--- src/rtl/eeprom_access_arbiter_if.sv ---
// rtl/eeprom_access_arbiter_if.sv - requester and SPI command engine bus for the EEPROM access arbiter
interface eeprom_access_arbiter_if;
    logic        req0_valid;
    logic [7:0]  req0_addr;
    logic [15:0] req0_data;
    logic        req0_ready;
    logic        req0_done;
    logic        req0_err;

    logic        req1_valid;
    logic [7:0]  req1_addr;
    logic [15:0] req1_data;
    logic        req1_ready;
    logic        req1_done;
    logic        req1_err;

    logic        eng_valid;
    logic [7:0]  eng_op;
    logic [7:0]  eng_addr;
    logic [15:0] eng_data;
    logic        eng_ready;
    logic        eng_done;
    logic [7:0]  eng_status;

    // Arbiter side
    modport slave (
        input  req0_valid, req0_addr, req0_data,
        output req0_ready, req0_done, req0_err,
        input  req1_valid, req1_addr, req1_data,
        output req1_ready, req1_done, req1_err,
        output eng_valid, eng_op, eng_addr, eng_data,
        input  eng_ready, eng_done, eng_status
    );

    // Requester / engine side
    modport master (
        output req0_valid, req0_addr, req0_data,
        input  req0_ready, req0_done, req0_err,
        output req1_valid, req1_addr, req1_data,
        input  req1_ready, req1_done, req1_err,
        input  eng_valid, eng_op, eng_addr, eng_data,
        output eng_ready, eng_done, eng_status
    );
endinterface

--- src/rtl/eeprom_access_arbiter.sv ---
// rtl/eeprom_access_arbiter.sv - round-robin arbiter sequencing WREN/WRITE/RDSR-poll EEPROM writes
module eeprom_access_arbiter #(
    parameter int unsigned POLL_LIMIT = 1000
) (
    input  logic                   clk,
    input  logic                   rst,
    eeprom_access_arbiter_if.slave bus,
    output logic                   busy
);
    typedef enum logic [2:0] {
        S_IDLE,
        S_WREN,
        S_WREN_WAIT,
        S_WRITE,
        S_WRITE_WAIT,
        S_POLL,
        S_POLL_WAIT,
        S_RESP
    } state_t;

    localparam logic [7:0]  OP_WREN  = 8'h06;
    localparam logic [7:0]  OP_WRITE = 8'h02;
    localparam logic [7:0]  OP_RDSR  = 8'h05;
    localparam logic [16:0] POLL_LIMIT_W = 17'(POLL_LIMIT);

    state_t      state_q, state_d;
    logic        owner_q, owner_d;
    logic        last_grant_q, last_grant_d;
    logic [15:0] poll_cnt_q, poll_cnt_d;
    logic        eng_valid_q, eng_valid_d;
    logic [7:0]  eng_op_q, eng_op_d;
    logic [7:0]  eng_addr_q, eng_addr_d;
    logic [15:0] eng_data_q, eng_data_d;
    logic [1:0]  ready_q, ready_d;
    logic [1:0]  done_q, done_d;
    logic [1:0]  err_q, err_d;
    logic        busy_q, busy_d;

    logic        grant;
    logic        accepted;
    logic [16:0] poll_next;
    logic        status_unused;

    // Only the WIP bit of the status register matters here.
    assign status_unused = ^bus.eng_status[7:1];

    // Next-state, arbitration and command sequencing.
    always_comb begin
        state_d      = state_q;
        owner_d      = owner_q;
        last_grant_d = last_grant_q;
        poll_cnt_d   = poll_cnt_q;
        eng_valid_d  = eng_valid_q;
        eng_op_d     = eng_op_q;
        eng_addr_d   = eng_addr_q;
        eng_data_d   = eng_data_q;
        ready_d      = 2'b00;
        done_d       = 2'b00;
        err_d        = 2'b00;

        accepted  = eng_valid_q & bus.eng_ready;
        poll_next = {1'b0, poll_cnt_q} + 17'd1;
        // Requester 1 wins when alone, or on a tie when requester 0 went last.
        grant     = bus.req1_valid & (~bus.req0_valid | ~last_grant_q);

        case (state_q)
            S_IDLE: begin
                if (bus.req0_valid | bus.req1_valid) begin
                    state_d      = S_WREN;
                    owner_d      = grant;
                    last_grant_d = grant;
                    ready_d      = grant ? 2'b10 : 2'b01;
                    eng_addr_d   = grant ? bus.req1_addr : bus.req0_addr;
                    eng_data_d   = grant ? bus.req1_data : bus.req0_data;
                    eng_valid_d  = 1'b1;
                    eng_op_d     = OP_WREN;
                end
            end
            S_WREN: begin
                if (accepted) begin
                    eng_valid_d = 1'b0;
                    state_d     = S_WREN_WAIT;
                end
            end
            S_WREN_WAIT: begin
                if (bus.eng_done) begin
                    eng_valid_d = 1'b1;
                    eng_op_d    = OP_WRITE;
                    state_d     = S_WRITE;
                end
            end
            S_WRITE: begin
                if (accepted) begin
                    eng_valid_d = 1'b0;
                    state_d     = S_WRITE_WAIT;
                end
            end
            S_WRITE_WAIT: begin
                if (bus.eng_done) begin
                    poll_cnt_d  = 16'd0;
                    eng_valid_d = 1'b1;
                    eng_op_d    = OP_RDSR;
                    state_d     = S_POLL;
                end
            end
            S_POLL: begin
                if (accepted) begin
                    eng_valid_d = 1'b0;
                    state_d     = S_POLL_WAIT;
                end
            end
            S_POLL_WAIT: begin
                if (bus.eng_done) begin
                    // poll_next never exceeds POLL_LIMIT, so the low 16 bits cannot wrap.
                    poll_cnt_d = poll_next[15:0];
                    if (!bus.eng_status[0]) begin
                        state_d = S_RESP;
                        done_d  = owner_q ? 2'b10 : 2'b01;
                    end else if (poll_next == POLL_LIMIT_W) begin
                        state_d = S_RESP;
                        done_d  = owner_q ? 2'b10 : 2'b01;
                        err_d   = owner_q ? 2'b10 : 2'b01;
                    end else begin
                        eng_valid_d = 1'b1;
                        state_d     = S_POLL;
                    end
                end
            end
            S_RESP: begin
                state_d = S_IDLE;
            end
            default: begin
                state_d = S_IDLE;
            end
        endcase

        busy_d = (state_d != S_IDLE);
    end

    // State and registered outputs; reset abandons any transaction silently.
    always_ff @(posedge clk) begin
        if (rst) begin
            state_q      <= S_IDLE;
            owner_q      <= 1'b0;
            last_grant_q <= 1'b1;
            poll_cnt_q   <= 16'd0;
            eng_valid_q  <= 1'b0;
            eng_op_q     <= 8'h00;
            eng_addr_q   <= 8'h00;
            eng_data_q   <= 16'h0000;
            ready_q      <= 2'b00;
            done_q       <= 2'b00;
            err_q        <= 2'b00;
            busy_q       <= 1'b0;
        end else begin
            state_q      <= state_d;
            owner_q      <= owner_d;
            last_grant_q <= last_grant_d;
            poll_cnt_q   <= poll_cnt_d;
            eng_valid_q  <= eng_valid_d;
            eng_op_q     <= eng_op_d;
            eng_addr_q   <= eng_addr_d;
            eng_data_q   <= eng_data_d;
            ready_q      <= ready_d;
            done_q       <= done_d;
            err_q        <= err_d;
            busy_q       <= busy_d;
        end
    end

    assign bus.req0_ready = ready_q[0];
    assign bus.req1_ready = ready_q[1];
    assign bus.req0_done  = done_q[0];
    assign bus.req1_done  = done_q[1];
    assign bus.req0_err   = err_q[0];
    assign bus.req1_err   = err_q[1];
    assign bus.eng_valid  = eng_valid_q;
    assign bus.eng_op     = eng_op_q;
    assign bus.eng_addr   = eng_addr_q;
    assign bus.eng_data   = eng_data_q;
    assign busy           = busy_q;
endmodule

--- src/flat_wrapper.sv ---
// flat-port wrapper written by rule: the top's interface ports become plain ports
module eeprom_access_arbiter_flat 
#(
    parameter int unsigned POLL_LIMIT = 1000
)
  (clk, rst, busy, bus_req0_valid, bus_req0_addr, bus_req0_data, bus_req0_ready, bus_req0_done, bus_req0_err, bus_req1_valid, bus_req1_addr, bus_req1_data, bus_req1_ready, bus_req1_done, bus_req1_err, bus_eng_valid, bus_eng_op, bus_eng_addr, bus_eng_data, bus_eng_ready, bus_eng_done, bus_eng_status);
  eeprom_access_arbiter_if bus_i ();
  input  logic clk;
  input  logic rst;
  output logic busy;
  input wire logic [$bits(bus_i.req0_valid)-1:0] bus_req0_valid;
  input wire logic [$bits(bus_i.req0_addr)-1:0] bus_req0_addr;
  input wire logic [$bits(bus_i.req0_data)-1:0] bus_req0_data;
  output wire logic [$bits(bus_i.req0_ready)-1:0] bus_req0_ready;
  output wire logic [$bits(bus_i.req0_done)-1:0] bus_req0_done;
  output wire logic [$bits(bus_i.req0_err)-1:0] bus_req0_err;
  input wire logic [$bits(bus_i.req1_valid)-1:0] bus_req1_valid;
  input wire logic [$bits(bus_i.req1_addr)-1:0] bus_req1_addr;
  input wire logic [$bits(bus_i.req1_data)-1:0] bus_req1_data;
  output wire logic [$bits(bus_i.req1_ready)-1:0] bus_req1_ready;
  output wire logic [$bits(bus_i.req1_done)-1:0] bus_req1_done;
  output wire logic [$bits(bus_i.req1_err)-1:0] bus_req1_err;
  output wire logic [$bits(bus_i.eng_valid)-1:0] bus_eng_valid;
  output wire logic [$bits(bus_i.eng_op)-1:0] bus_eng_op;
  output wire logic [$bits(bus_i.eng_addr)-1:0] bus_eng_addr;
  output wire logic [$bits(bus_i.eng_data)-1:0] bus_eng_data;
  input wire logic [$bits(bus_i.eng_ready)-1:0] bus_eng_ready;
  input wire logic [$bits(bus_i.eng_done)-1:0] bus_eng_done;
  input wire logic [$bits(bus_i.eng_status)-1:0] bus_eng_status;
  assign bus_i.req0_valid = bus_req0_valid;
  assign bus_i.req0_addr = bus_req0_addr;
  assign bus_i.req0_data = bus_req0_data;
  assign bus_req0_ready = bus_i.req0_ready;
  assign bus_req0_done = bus_i.req0_done;
  assign bus_req0_err = bus_i.req0_err;
  assign bus_i.req1_valid = bus_req1_valid;
  assign bus_i.req1_addr = bus_req1_addr;
  assign bus_i.req1_data = bus_req1_data;
  assign bus_req1_ready = bus_i.req1_ready;
  assign bus_req1_done = bus_i.req1_done;
  assign bus_req1_err = bus_i.req1_err;
  assign bus_eng_valid = bus_i.eng_valid;
  assign bus_eng_op = bus_i.eng_op;
  assign bus_eng_addr = bus_i.eng_addr;
  assign bus_eng_data = bus_i.eng_data;
  assign bus_i.eng_ready = bus_eng_ready;
  assign bus_i.eng_done = bus_eng_done;
  assign bus_i.eng_status = bus_eng_status;
  eeprom_access_arbiter #(.POLL_LIMIT(POLL_LIMIT)) u_core (.clk(clk), .rst(rst), .bus(bus_i), .busy(busy));
endmodule
--- config.mk ---
export PLATFORM = sky130hd
export DESIGN_NAME = eeprom_access_arbiter_flat
export DESIGN_NICKNAME = d
export VERILOG_FILES = /design/src/rtl/eeprom_access_arbiter_if.sv /design/src/rtl/eeprom_access_arbiter.sv /design/src/flat_wrapper.sv
export SDC_FILE = /design/constraint.sdc
export NUM_CORES = 1
export LEC_CHECK = 0
export CAP_MARGIN = 20
export CORE_ASPECT_RATIO = 1.75
export CORE_MARGIN = 5
export CORE_UTILIZATION = 42
export CTS_BUF_LIST = sky130_fd_sc_hd__clkbuf_4
export DETAILED_ROUTE_END_ITERATION = 16
export PLACE_DENSITY = 0.73
export SETUP_SLACK_MARGIN = 0.2
export SKIP_LAST_GASP = 1
export SLEW_MARGIN = 0
export SYNTH_ARGS = -nofsm -noshare
export SYNTH_HDL_FRONTEND = slang
export SYNTH_SLANG_ARGS = --single-unit
--- constraint.sdc ---
create_clock -name clk -period 6.75 [get_ports clk]
set_clock_uncertainty 0.2 [all_clocks]
set_input_delay 1.35 -clock clk [delete_from_list [all_inputs] [get_ports clk]]
set_output_delay 1.35 -clock clk [all_outputs]
set_load 0.1 [all_outputs]
# Word level (Yosys, flattened, before mapping)
# Index checks and enable logic that the tools add are counted.
dict set report word_totals {
  out_inout_bits 40
  reg_bits 61
  elab_cells 84
}
dict set report classes {
  n_addsub 1
  muxes 30
  eq_ne 16
  bitwise_logic 11
  n_reduce_logical 14
}
# op n
set op_table {}
lappend op_table {{16-bit two-way mux} 3}
lappend op_table {{8-bit two-way mux} 4}
lappend op_table {{16-bit case mux with 2 select lines} 1}
lappend op_table {{3-bit two-way mux} 8}
lappend op_table {{3-bit case mux with 8 select lines} 1}
lappend op_table {{8-bit case mux with 3 select lines} 1}
lappend op_table {{16-bit by 1-bit adder with 17-bit output (second input constant)} 1}
lappend op_table {{17-bit by 10-bit == test with 1-bit output (second input constant)} 1}
lappend op_table {{3-bit == test (second input constant)} 4}
lappend op_table {{2-bit two-way mux} 5}
lappend op_table {{2-bit inequality test (second input constant)} 5}
lappend op_table {{3-bit OR reduction} 3}
lappend op_table {{1-bit inverter} 7}
lappend op_table {{7-bit AND reduction} 1}
lappend op_table {{3-bit by 2-bit == test with 1-bit output (second input constant)} 2}
lappend op_table {{1-bit two-way mux} 6}
lappend op_table {{2-bit by 1-bit inequality test with 1-bit output (second input constant)} 3}
lappend op_table {{3-bit nonzero test} 2}
lappend op_table {{1-bit case mux with 4 select lines} 1}
lappend op_table {{4-bit AND reduction} 1}
lappend op_table {{4-bit nonzero test} 1}
lappend op_table {{4-bit OR reduction} 1}
lappend op_table {{3-bit by 1-bit == test with 1-bit output (second input constant)} 1}
lappend op_table {{3-bit zero test} 1}
lappend op_table {{other kinds (6)} 8}

# Logic depth before layout (Yosys ltp)
dict set report depth {
  word_depth 7
  mapped_depth 8
  ltp_nobuf 6
}

# Least setup slack after synthesis
# No wires, ideal clock.
dict set report synth_path {
  path_kind {input-to-reg}
  from {in rst}
  to {reg u_core.eng_data_q[10], in the netlist u_core.bus.eng_data[10]}
  setup_slack_ns 3.920
  stages 7
  arrival_time_ns 2.567
  setup_time_ns 0.062
  required_time_ns 6.488
  path_cell_list {clkbuf_1 > nor4_1 > and3_1 > clkbuf_1 > clkbuf_1 > a222oi_1 > inv_1}
}
# element line
set synth_lines {}
lappend synth_lines {{start, declared} flat_wrapper.sv:9} ;# input logic rst;
lappend synth_lines {{end signal, assigned} eeprom_access_arbiter.sv:163} ;# eng_data_q <= eng_data_d;
lappend synth_lines {{end, declared} eeprom_access_arbiter.sv:33} ;# logic [15:0] eng_data_q, eng_data_d;

# Worst setup path after layout
dict set report layout_path {
  from {reg u_core.eng_valid_q, in the netlist u_core.bus.eng_valid}
  to {out bus_eng_valid}
}
# element line
set layout_lines {}
lappend layout_lines {{start, declared} eeprom_access_arbiter.sv:30} ;# logic eng_valid_q, eng_valid_d;
lappend layout_lines {{start signal, assigned} eeprom_access_arbiter.sv:160} ;# eng_valid_q <= eng_valid_d;
lappend layout_lines {{end, declared} flat_wrapper.sv:23} ;# output wire logic [$bits(bus_i.eng_valid)-1:0] bus_eng_valid;
# No word-level cell between the ends.

==> summary.md <==
| Metric | Value |
|---|---|
| Post-Syn Area | `2720 um2` |
| Core area | `6280 um2` |
| CP arrival | `2.00 ns` |
| TritonCTS Buffers | `5` |
| Commonest non-fill, non-tap cells in the layout | `clkdlybuf4s50_1, dfxtp_1, nor2_1` |
| CP top delay family | `buffers and inverters` |
| Reg2Reg Depth | `6` |
| Hold EP | `u_core.last_grant_q` |
| Slew @ Worst Pin | `0.997 ns` |
| Clock slew seen by the registers of the worst setup and hold paths | `0.16 ns` |
| Number of synthesized flops with an enable pin | `0` |
| Worst hold start | `u_core.last_grant_q` |
| R2R Setup Slk | `4.02 ns` |
| Ant diodes | `0` |
| Die Span Y | `116 um` |
| Max VDD drop | `0.127 mV` |
| P&R area growth vs syn | `34.8%` |
| Adder-cell area share of the yosys netlist | `0.00920` |
| Vias in the first global route | `2808` |
| Final core occ | `0.584` |
| Remaining antenna violation count | `0` |
| Gr usage total | `0.175` |
| Fin crit share | `0.526` |
| R2r endpoint | `u_core.bus.eng_valid` |
| Cell count after synthesis | `325` |
| Number of remaining DRC errors | `0` |
| Cells resized by post-CTS repair | `0` |
| H-tree levels | `2` |
| Antenna violations before repair | `0` |
| Fmax | `0.282 GHz` |
| Die Area | `8250 um2` |
| P_leak | `1.45 nW` |
| Async S/R FF share, synth | `0` |
| Post-synthesis sequential area ratio | `0.412` |
| Startpoint types | `flip-flop` |
| Final setup viols | `0` |
| CP peak stage delay | `1.18 ns` |
| Outcome | `completed` |
| Clock tree buffer depth | `2` |
| I/O Buffers | `89` |
| WL final | `7170 um` |
| Worst hold slack | `0.279 ns` |
| IO Count | `102` |
| Detailed placement HPWL | `5290 um` |
| DR vias | `2685` |
| Reg-to-reg startpoint | `u_core.poll_cnt_q[0]` |
| Fillers | `593` |
| Largest family of logic cells by synthesized area | `simple AND/OR/NAND/NOR gates` |
| GRT overflow | `0` |
| Max-cap violations | `0` |
| Worst Hold Class | `flip-flop to flip-flop` |
| CTS sink cnt | `56` |
| First-pass GRT wire length | `11800 um` |
| WHS Path Cells | `2` |
| Hold Buf Count CTS | `0` |
| Setup tns final | `0 ns` |
| Detailed Routing Iterations Pass 1 | `6` |
| Starting Density | `0.433` |
| Post-Synth Simple-Gate Area | `0.234` |
| Mux cell area share after synthesis | `0.00414` |
| Largest net degree at the start of global routing | `28` |
| Mean post-synth cell area | `8.37 um2` |
| CP endpoint kind | `output port` |
| Min cycle time layout | `3.55 ns` |
| Synth Register Bits | `56` |
| TritonCTS clock tree | `yes` |
| WP data required | `5.20 ns` |
| RSZ-0062 raised after global routing | `no` |
| Share of layout cells above drive strength 1 | `0.0459` |
| Fin. max-slew vios | `0` |
| Dpl cells | `465` |
| Net count reported at finish | `456` |
| Worst Path Buf+Inv | `1` |
| Root buffer cell | `clkbuf_4` |
| GPL Wtd Cong | `0.801` |
| Setup repair bufs after CTS | `0` |
| WS Path Type | `flip-flop to output port` |
| 1st-iter DRT viols | `191` |
| Critical-path cell list | `clkdlybuf4s50_1` |
| Top_reg_cell synth | `dfxtp_1` |
| Synth cell types | `51` |
| Die extent in x | `70.8 um` |
| Clk Latency, worst-skew pair | `0.38 ns` |
| Synth warnings | `0` |
| Slew margin rel. | `0.334` |
| Average routed wire per standard cell | `15.2 um` |
| Row cnt | `38` |
| Endpoints failing hold | `0` |
| Vias/cell | `5.69` |
| CP max stage cell | `clkdlybuf4s50_1` |
| Most common cell after layout, fill and taps aside | `clkdlybuf4s50_1` |
| PD cells | `221 nW/um2` |
| Area share of xor/xnor cells in the synthesized design | `0.00322` |
| Crit path max fanout | `6` |
| Compound-cell area share of the yosys netlist | `0.233` |
| Layout Cells excl Fill | `472` |
[layer usage]
metal | track usage | part of all wire | wire [um] | vias to the layer above
met1 | 0.166 | 0.36 | 2590 | 1249
met4 | 0.0715 | 0.022 | 156 | 0
met3 | 0.0827 | 0.11 | 776 | 15
met5 | 0 | 0 | 0 | -
li1 | - | - | - | 1317
met2 | 0.321 | 0.51 | 3650 | 104
[area by class of cell]
cell class	instances	area (um2)	area share
Clock buffer	5	37.5	0.0102
Sequential cell	56	1120	0.306
Inverter	29	109	0.0297
Tap cell	80	100	0.0273
Clock inverter	2	60.1	0.0164
Multi-Input combinational cell	209	1330	0.363
Timing Repair Buffer	91	906	0.247
[worst max-delay path by stage]
stage | from | to | slack [ns] | cells after the start
2_1_floorplan | rst | u_core.bus.eng_data[10] | 3.92 | 7
3_3_place_gp | bus_eng_done | u_core.poll_cnt_q[12] | 3.13 | 6
3_5_place_dp | bus_eng_done | u_core.poll_cnt_q[12] | 3.08 | 6
4_1_cts | u_core.bus.eng_valid | bus_eng_valid | 3.19 | 1
5_1_grt | u_core.bus.eng_valid | bus_eng_valid | 3.13 | 1
6_report | u_core.bus.eng_valid | bus_eng_valid | 3.20 | 1
[stage by stage]
step / setup WS [ns] / instance area [um2] / power, mW
floorplan: 3.92 / 2730 / 0.531
global placement: 3.13 / 3570 / 0.601
detailed placement: 3.08 / 3570 / 0.602
CTS: 3.19 / 3670 / 0.817
global route: 3.13 / 3670 / 0.839
finish: 3.20 / 3670 / 0.809
[cells in the mapped netlist (3+ instances only)]
library cell  number  area [um2]
nand4_1            3        18.8
nand2_1           26        97.6
a222oi_1          24         240
buf_4              8        60.1
clkbuf_2           3        15.0
nand3_1            8        40.0
or3_1              4        25.0
o21ai_0           15        75.1
a22oi_1            3        22.5
nor3b_1            3        22.5
dfxtp_1           56        1120
nor2_1            32         120
inv_1             29         109
nor3_1            10        50.1
nand2b_1           5        31.3
nor4_1             5        31.3
a31oi_1            3        18.8
clkbuf_1          19        71.3
a311oi_1           8        70.1
and3_1             5        31.3
buf_2              5        25.0
a21oi_1           16        80.1
[tightest hold or removal path: cells and delay by family (launching register included)]
| kind | cells | cell delay (ns) |
|---|---|---|
| buf+inv | 1 | 0.06 |
| compound gates | 1 | 0.05 |
| flops | 1 | 0.34 |
[flip-flops by register name, indices dropped and copies added (netlist names)]
register              count
u_core.done_q             2
u_core.owner_q            1
u_core.bus.eng_addr       8
u_core.last_grant_q       1
u_core.bus.eng_valid      1
u_core.bus.eng_op         3
u_core.state_q            3
u_core.err_q              2
u_core.ready_q            2
u_core.bus.eng_data      16
u_core.busy               1
u_core.poll_cnt_q        16
[power breakdown]
group | leakage, nW | switching [mW] | internal [mW]
Combinational | 0.941 | 0.165 | 0.0695
Clock | 0.0513 | 0.101 | 0.113
Sequential | 0.458 | 0.0115 | 0.349
[kinds of logic after synthesis]
group           Yosys count
flops                    56
simple gates            116
other cells               1
fa+ha+maj                 2
compound gates           84
mux                       1
buf+inv                  64
xor+xnor                  1
(Power assumes the default switching activity.)
